<file path="src/rtl/branch_hazard_ctrl.sv">
// branch_hazard_ctrl: stall/flush sequencer for branches resolved in ID.
// Detects branch operands that depend on a load still in EX or MEM, freezes
// PC and IF/ID while bubbles go into ID/EX, and squashes the wrong-path
// fetch when the branch resolves taken. Saturating counters record stall
// cycles and flushes for performance debug.
module branch_hazard_ctrl #(
   parameter int CNT_W = 16
) (
   input  logic             clk,
   input  logic             rst_n,
   input  logic             id_is_branch,
   input  logic [4:0]       id_rs,
   input  logic [4:0]       id_rt,
   input  logic             branch_taken,
   input  logic [4:0]       id_ex_rd,
   input  logic [4:0]       ex_mem_rd,
   input  logic             id_ex_regwrite,
   input  logic             ex_mem_regwrite,
   input  logic             id_ex_memread,
   input  logic             ex_mem_memread,
   input  logic             mem_stall,
   output logic             pc_write,
   output logic             if_id_write,
   output logic             id_ex_bubble,
   output logic             if_id_flush,
   output logic             stalling,
   output logic [CNT_W-1:0] stall_cycles,
   output logic [CNT_W-1:0] flush_count
);

   typedef enum logic {
      RUN   = 1'b0,
      STALL = 1'b1
   } state_t;

   localparam logic [CNT_W-1:0] CNT_MAX = {CNT_W{1'b1}};
   localparam logic [CNT_W-1:0] CNT_ONE = {{(CNT_W-1){1'b0}}, 1'b1};

   state_t           state_q, state_d;
   logic [1:0]       remain_q, remain_d;
   logic [CNT_W-1:0] stall_cycles_q, stall_cycles_d;
   logic [CNT_W-1:0] flush_count_q, flush_count_d;

   logic ex_match, mem_match;
   logic load_ex, load_mem;

   // Hazard detection: only loads stall, and register $0 never matches.
   always_comb begin
      ex_match  = (id_ex_rd != 5'd0) && ((id_ex_rd == id_rs) || (id_ex_rd == id_rt));
      mem_match = (ex_mem_rd != 5'd0) && ((ex_mem_rd == id_rs) || (ex_mem_rd == id_rt));
      load_ex   = id_is_branch && id_ex_regwrite && id_ex_memread && ex_match;
      load_mem  = id_is_branch && ex_mem_regwrite && ex_mem_memread && mem_match;
   end

   // Next-state and Mealy control outputs; mem_stall freezes everything.
   always_comb begin
      state_d      = state_q;
      remain_d     = remain_q;
      pc_write     = 1'b1;
      if_id_write  = 1'b1;
      id_ex_bubble = 1'b0;
      if_id_flush  = 1'b0;
      if (!rst_n) begin
         state_d  = RUN;
         remain_d = 2'd0;
      end else if (mem_stall) begin
         pc_write    = 1'b0;
         if_id_write = 1'b0;
      end else begin
         case (state_q)
            RUN: begin
               if (load_ex) begin
                  pc_write     = 1'b0;
                  if_id_write  = 1'b0;
                  id_ex_bubble = 1'b1;
                  remain_d     = 2'd1;
                  state_d      = STALL;
               end else if (load_mem) begin
                  pc_write     = 1'b0;
                  if_id_write  = 1'b0;
                  id_ex_bubble = 1'b1;
               end else if (id_is_branch && branch_taken) begin
                  if_id_flush = 1'b1;
               end
            end
            STALL: begin
               pc_write     = 1'b0;
               if_id_write  = 1'b0;
               id_ex_bubble = 1'b1;
               if (remain_q <= 2'd1) begin
                  remain_d = 2'd0;
                  state_d  = RUN;
               end else begin
                  remain_d = remain_q - 2'd1;
               end
            end
            default: begin
               state_d  = RUN;
               remain_d = 2'd0;
            end
         endcase
      end
   end

   // Saturating performance counters driven by the control outputs.
   always_comb begin
      stall_cycles_d = stall_cycles_q;
      flush_count_d  = flush_count_q;
      if (id_ex_bubble && (stall_cycles_q != CNT_MAX))
         stall_cycles_d = stall_cycles_q + CNT_ONE;
      if (if_id_flush && (flush_count_q != CNT_MAX))
         flush_count_d = flush_count_q + CNT_ONE;
   end

   // State, stall counter and performance counter registers.
   always_ff @(posedge clk) begin
      if (!rst_n) begin
         state_q        <= RUN;
         remain_q       <= 2'd0;
         stall_cycles_q <= '0;
         flush_count_q  <= '0;
      end else begin
         state_q        <= state_d;
         remain_q       <= remain_d;
         stall_cycles_q <= stall_cycles_d;
         flush_count_q  <= flush_count_d;
      end
   end

   // Registered status: stalling reflects the STALL state, forced low in reset.
   always_comb begin
      stalling     = rst_n && (state_q == STALL);
      stall_cycles = stall_cycles_q;
      flush_count  = flush_count_q;
   end

endmodule

</file>
<file path="config.mk">
export PLATFORM = sky130hd
export DESIGN_NAME = branch_hazard_ctrl
export DESIGN_NICKNAME = d
export VERILOG_FILES = /design/src/rtl/branch_hazard_ctrl.sv
export SDC_FILE = /design/constraint.sdc
export NUM_CORES = 1
export LEC_CHECK = 0
export BUFFER_PORTS_ARGS = -buffer_cell sky130_fd_sc_hd__buf_2
export CAP_MARGIN = 15
export CORE_ASPECT_RATIO = 1.75
export CORE_MARGIN = 4
export CORE_UTILIZATION = 51
export CTS_CLUSTER_SIZE = 25
export DETAILED_ROUTE_END_ITERATION = 12
export MAX_ROUTING_LAYER = met4
export PLACE_DENSITY = 0.8
export SYNTH_ARGS = -nofsm -noshare
export SYNTH_HDL_FRONTEND = slang
export SYNTH_SLANG_ARGS = --single-unit
</file>
<file path="constraint.sdc">
create_clock -name clk -period 2.2 [get_ports clk]
set_input_delay 0 -clock clk [delete_from_list [all_inputs] [get_ports clk]]
set_output_delay 0 -clock clk [all_outputs]
set_load 0.03 [all_outputs]
</file>
# ---- Yosys cells after proc, flatten, opt, wreduce, memory -nomap -nowiden
# Cells that the tools add are included.
dict set report op_classes {
  addsub 3
  magnitude_cmp 1
  n_eq_ne 7
  muxes 22
  n_bitwise 2
  reduce_logical 17
}
# operator count
set op_table {}
lappend op_table {{adder 16 x 1 -> 16 bit, second input constant} 2}
lappend op_table {{!= test 16 bit, second input constant} 2}
lappend op_table {{equality test 5 bit} 4}
lappend op_table {{two-way mux 1 bit} 16}
lappend op_table {{logical AND 1 bit} 12}
lappend op_table {{nonzero test 5 bit} 2}
lappend op_table {{case mux 1 bit (2 select lines)} 3}
lappend op_table {{two-way mux 2 bit} 2}
lappend op_table {{case mux 2 bit (2 select lines)} 1}
lappend op_table {{<= comparator 2 x 1 -> 1 bit, second input constant} 1}
lappend op_table {{logical OR 1 bit} 2}
lappend op_table {{!= test 2 bit, second input constant} 1}
lappend op_table {{NOT 1 bit} 2}
lappend op_table {{AND reduction 2 bit} 1}
lappend op_table {{subtractor 2 x 1 -> 2 bit, second input constant} 1}
dict set report word_totals {
  ff_bits 35
  inputBits 29
}

# ---- Logic depth before layout (Yosys ltp)
dict set report logic_depth {
  word_depth 10
  mapped_depth 8
  mapped_depth_nobuf 6
}

# ---- Worst setup path after synthesis
# OpenSTA, ideal clock, no wires.
dict set report synth_path {
  kind {input to output}
  startpoint {in id_ex_rd[1]}
  endpoint {out pc_write}
  t_arrival_ns 2.565
  required_time_ns 2.200
  slack_ns -0.365
  cell_stages 8
  path_buffers 3
  path_cell_list {or4_1 o2111ai_1 inv_1 a221o_1 clkbuf_1 clkbuf_1 o21ai_0 buf_4}
}
dict set report synth_via {
  elab_chain_len 8
}
# item line_no
set synth_lines {}
lappend synth_lines {{from (decl)} 15} ;# input logic [4:0] id_ex_rd,
lappend synth_lines {{equality test 5 bit} 49} ;# ex_match = (id_ex_rd != 5'd0) && ((id_ex_rd == id_rs) || (id_ex_rd == id_rt));
lappend synth_lines {{logical OR 1 bit} 49}
lappend synth_lines {{logical AND 1 bit (*)} 49}
lappend synth_lines {{logical AND 1 bit (*)} 51} ;# load_ex = id_is_branch && id_ex_regwrite && id_ex_memread && ex_match;
lappend synth_lines {{two-way mux 1 bit (*)} n/a}
lappend synth_lines {{case mux 1 bit (2 select lines) (*)} n/a}
lappend synth_lines {{two-way mux 1 bit (*) (2 in a row)} n/a}
lappend synth_lines {{to (decl)} 22} ;# output logic pc_write,
# Mark *: on every way between the ends. The rest lies on a longest branch, timed or not.

# ---- Worst setup path after layout
dict set report layout_path {
  startpoint {reg stall_cycles_q[5] (netlist: stall_cycles[5])}
  endpoint {reg stall_cycles_q[10] (netlist: stall_cycles[10])}
}
dict set report layout_via {
  elab_chain_len 2
}
# item line_no
set layout_lines {}
lappend layout_lines {{from (decl)} 41} ;# logic [CNT_W-1:0] stall_cycles_q, stall_cycles_d;
lappend layout_lines {{from (signal assigned)} 125} ;# stall_cycles_q <= stall_cycles_d;
lappend layout_lines {{branches (longest 2 deep; another with adder 16 x 1 -> 16 bit)} n/a}
# Several ways; the timed one is not identified.
# A chain may end at the register's enable or synchronous reset.

==> flow_summary_export.csv <==
group,metric,value,unit
clock_network,cts.sinks,35,
placement,dpl_cell_area,0.00256,mm²
global_route,grt_max_degree,31,
finish,syn_to_final_growth,26.4,%
clock_network,postCtsHoldBufs,0,
finish,final_cells,382,
routing,drtIter0Drc,87,
synthesis,muxShareOfSynthArea,7.17,%
sta,max_freq,0.483,GHz
placement,place_hpwl,4.21,mm
clock_network,clkLatencyLatePin,0.28,ns
power,p_switching,0.312,mW
sta,fin_crit_sh,94.1,%
sta,worst_slack,0.130,ns
sta,tightest_slew,0.412,ns
routing,wire_per_inst,14.3,µm
worst_setup_path,rr_worst_depth,6,
min_path,min-delay-start,"mem_stall",
clock_network,clkTransAtPathRegs,0.07,ns
finish,fin_area,0.00265,mm²
routing,drt-met1-wl,2.12,mm
finish,n_antenna_cell,0,
floorplanning,rows,30,
routing,drc_errors,0,
worst_setup_path,reg2reg_setup_slack,0.13,ns
worst_setup_path,critPathMaxStageDelay,0.49,ns
finish,drive_gt1_share,26.9,%
synthesis,synth_top_family_by_area,"simple AND/OR/NAND/NOR gates",
floorplanning,die_h,92.8,µm
synthesis,syn-num-nets,291,
sta,rsz0062_at_grt,"no",
power,power_frac_clock,37.1,%
synthesis,synthAdderAreaFrac,1.20,%
sta,timing.hold.ws,0.152,ns
clock_network,cts_inserted_buffers,5,
synthesis,yosys.area_share.simple,30.8,%
routing,vias_per_cell,5.87,
floorplanning,die_w,56.4,µm
worst_setup_path,cp_data_required_time,2.41,ns
worst_setup_path,critPathLaunchType,"register",
flow_run,maxCapViolCount,0,
power,p_sw_share,24.7,%
synthesis,synth_compound_area_share,15.2,%
routing,wl_met2,2.91,mm
clock_network,cts_tree,"built",
global_route,gr-total-overflow,0,
global_route,grt_pass1_vias,2081,
global_route,grt_usage,21.8,%
synthesis,netlist_instances,260,
placement,dp_slack,0.00941,ns
sta,slew_headroom,72.5,%
min_path,whs_path_depth,3,
routing,ant_nets,0,
synthesis,avgSynthCellArea,8.05,µm²
synthesis,synth-edff-count,0,
worst_setup_path,arrival,2.28,ns
worst_setup_path,crit_family,"simple AND/OR/NAND/NOR gates",
routing,drt_first_pass_iters,4,
sta,finalClockSkew,0.00579,ns
worst_setup_path,r2r-end,"stall_cycles[10]$_SDFFE_PN0P_",
power,combinationalPowerShare,12.5,%
clock_network,cts-root-buf,"clkbuf_8",
clock_network,clk_path_buf_depth,2,
run_status,status,"finished, final reports clean",
synthesis,yosysSeqAreaShare,33.5,%
synthesis,async_flop_share,0,%
floorplanning,core,0.00390,mm²
sta,finalHoldViolations,0,
global_route,antenna_found_initial,0,
synthesis,synth_seq_cells,35,
floorplanning,num_io_pins,66,
routing,via_count,2242,
clock_network,postCtsSetupBuffers,0,
power,p_seq_share,50.4,%
placement,io_buffers,65,
clock_network,ctsResizeCount,0,
global_route,grt_first_pass_wirelength,9.13,mm
clock_network,cts-htree-levels,2,
routing,topRoutingLayerUsed,"met4",
power,p_leak,1.17,nW
worst_setup_path,r2r-start,"stall_cycles[5]$_SDFFE_PN0P_",
power,p_per_area,477,mW/mm²
power,p_int,0.951,mW
worst_setup_path,crit_chain,"and4_1 > and3_1 > and3_1 > a211o_1 > or4_1 > a21oi_1",
synthesis,synth_xor_area_share,8.37,%
min_path,whs_endpoint,"state_q$_SDFFE_PN0N_",
synthesis,synth_top_area_cell,"dfxtp_1",
synthesis,synthDistinctLibCells,37,
worst_setup_path,cp_max_fo,6,
sta,maxSlewViolCount,0,
worst_setup_path,worstSetupPathType,"register to register",
placement,gp_congestion,0.816,
power,ir_worst_vdd,0.468,mV
synthesis,synthesis.area,0.00209,mm²
worst_setup_path,cp_slowest_cell,"or4_1",
sta,final.min_clock_period,2.07,ns
sta,setup_viol,0,
worst_setup_path,path_buf_inv,0,
worst_setup_path,end_kind,"register",
synthesis,yosysTopAreaCellShare,33.5,%
routing,wl_met3,315,µm
worst_setup_path,cp_common_cell,"and3_1",
placement,dp_cells,375,
floorplanning,initial_core_util,53.6,%
routing,wl,5.48,mm
synthesis,synth.area.top_cells,"dfxtp_1 (33%), xnor2_1 (8.4%), mux2i_1 (7.2%), nand2_1 (6.3%), a21oi_1 (3.8%)",
sta,fin_tns_setup,0,ns
min_path,hold_path_class,"input port to register",
synthesis,ys.flop_type,"dfxtp_1",
finish,final_nets,365,
floorplanning,die_area,0.00523,mm²
synthesis,yosysWarnings,0,
[metal layers]
metal	vias to the layer above	GRT usage, %
met5	-	-
met2	76	39.6
li1	1098	-
met3	15	3.91
met4	0	7.92
met1	1053	23.0
[worst register-to-register path, cell delays in order (launching register included)]
cell and delay, ns:
dfxtp_1 0.35, and4_1 0.22, and3_1 0.22, and3_1 0.24
a211o_1 0.33, or4_1 0.49, a21oi_1 0.15
[cell type report]
cell class                 instances  area, µm²
inverter                           6       22.5
clock inverter                     1       5.00
fill                             354       1260
tap                               48       60.1
sequential                        35        701
timing repair buffer              81        458
multi-input combinational        205       1320
clock buffer                       6       82.6
[how the worst max path moves through the flow]
stage                                       from                             to  slack (ns)  cells after the start
floorplan           stall_cycles[0]$_SDFFE_PN0P_  stall_cycles[10]$_SDFFE_PN0P_        0.11                      7
global placement                     id_ex_rd[1]    flush_count[6]$_SDFFE_PN0P_        0.05                      8
detailed placement                   id_ex_rd[1]    flush_count[4]$_SDFFE_PN0P_       0.009                      8
CTS                 stall_cycles[5]$_SDFFE_PN0P_  stall_cycles[10]$_SDFFE_PN0P_        0.11                      6
global route        stall_cycles[6]$_SDFFE_PN0P_   stall_cycles[0]$_SDFFE_PN0P_       0.009                      7
finish              stall_cycles[5]$_SDFFE_PN0P_  stall_cycles[10]$_SDFFE_PN0P_        0.13                      6
[power groups by stage]
stage / combinational [mW] / sequential, mW / clock [mW]
after global placement: 0.154 / 0.651 / 0
final: 0.158 / 0.637 / 0.468
after detailed placement: 0.158 / 0.652 / 0
after floorplan: 0.0857 / 0.654 / 0
after global routing: 0.173 / 0.637 / 0.510
after CTS: 0.158 / 0.637 / 0.481
[placed cells by master, fill, tap and decap left out, types with 6 or more instances in the layout]
| cell type | instances |
|---|---|
| dfxtp_1 | 35 |
| xnor2_1 | 20 |
| o31ai_1 | 6 |
| nand2b_1 | 8 |
| a21oi_1 | 16 |
| nand2_1 | 35 |
| nor2_1 | 6 |
| and4_1 | 7 |
| clkbuf_8 | 6 |
| mux2i_1 | 15 |
| o21ai_0 | 8 |
| nand3_1 | 15 |
| buf_2 | 65 |
| or4_1 | 6 |
| nor3_1 | 7 |
| nand4_1 | 9 |
| and3_1 | 11 |
| buf_4 | 15 |
| or3_1 | 6 |
[cells in the mapped netlist (2+ instances only)]
library cell and number:
or4_1 6, o21a_1 4, clkbuf_1 12, nand2b_1 8, and2_1 4, o22ai_1 2, and3_1 11, nand3_1 15
ha_1 2, o21ai_0 9, mux2i_1 15, nand4_1 9, o31a_1 3, nand2_1 35, a211o_1 2, inv_1 5
dfxtp_1 35, xnor2_1 20, nor3_1 7, and4_1 7, or3_1 6, a21oi_1 16, nand4b_1 2, o31ai_1 6
nor4_1 2, nor2_1 6
[metrics by stage]
step                utilization, %  total power [mW]
detailed placement            65.5             0.809
finish                        67.8              1.26
floorplan                        -             0.740
global route                  67.8              1.32
global placement              65.5             0.806
CTS                           67.8              1.28
[state kept, by name, indices dropped and copies added (netlist names)]
signal        flops
flush_count      16
remain_q          2
stall_cycles     16
state_q           1
[kinds of logic (layout without fill, tap and decap cells)]
logic type	Yosys count	count (layout)
AO/OA/AOI/OAI	49	49
buffers and inverters	20	94
XOR/XNOR	20	20
AND/OR/NAND/NOR	119	119
flip-flops	35	35
multiplexers	15	15
adder cells (fa/ha/maj)	2	2
No activity file was read; power rests on OpenSTA's default activity.
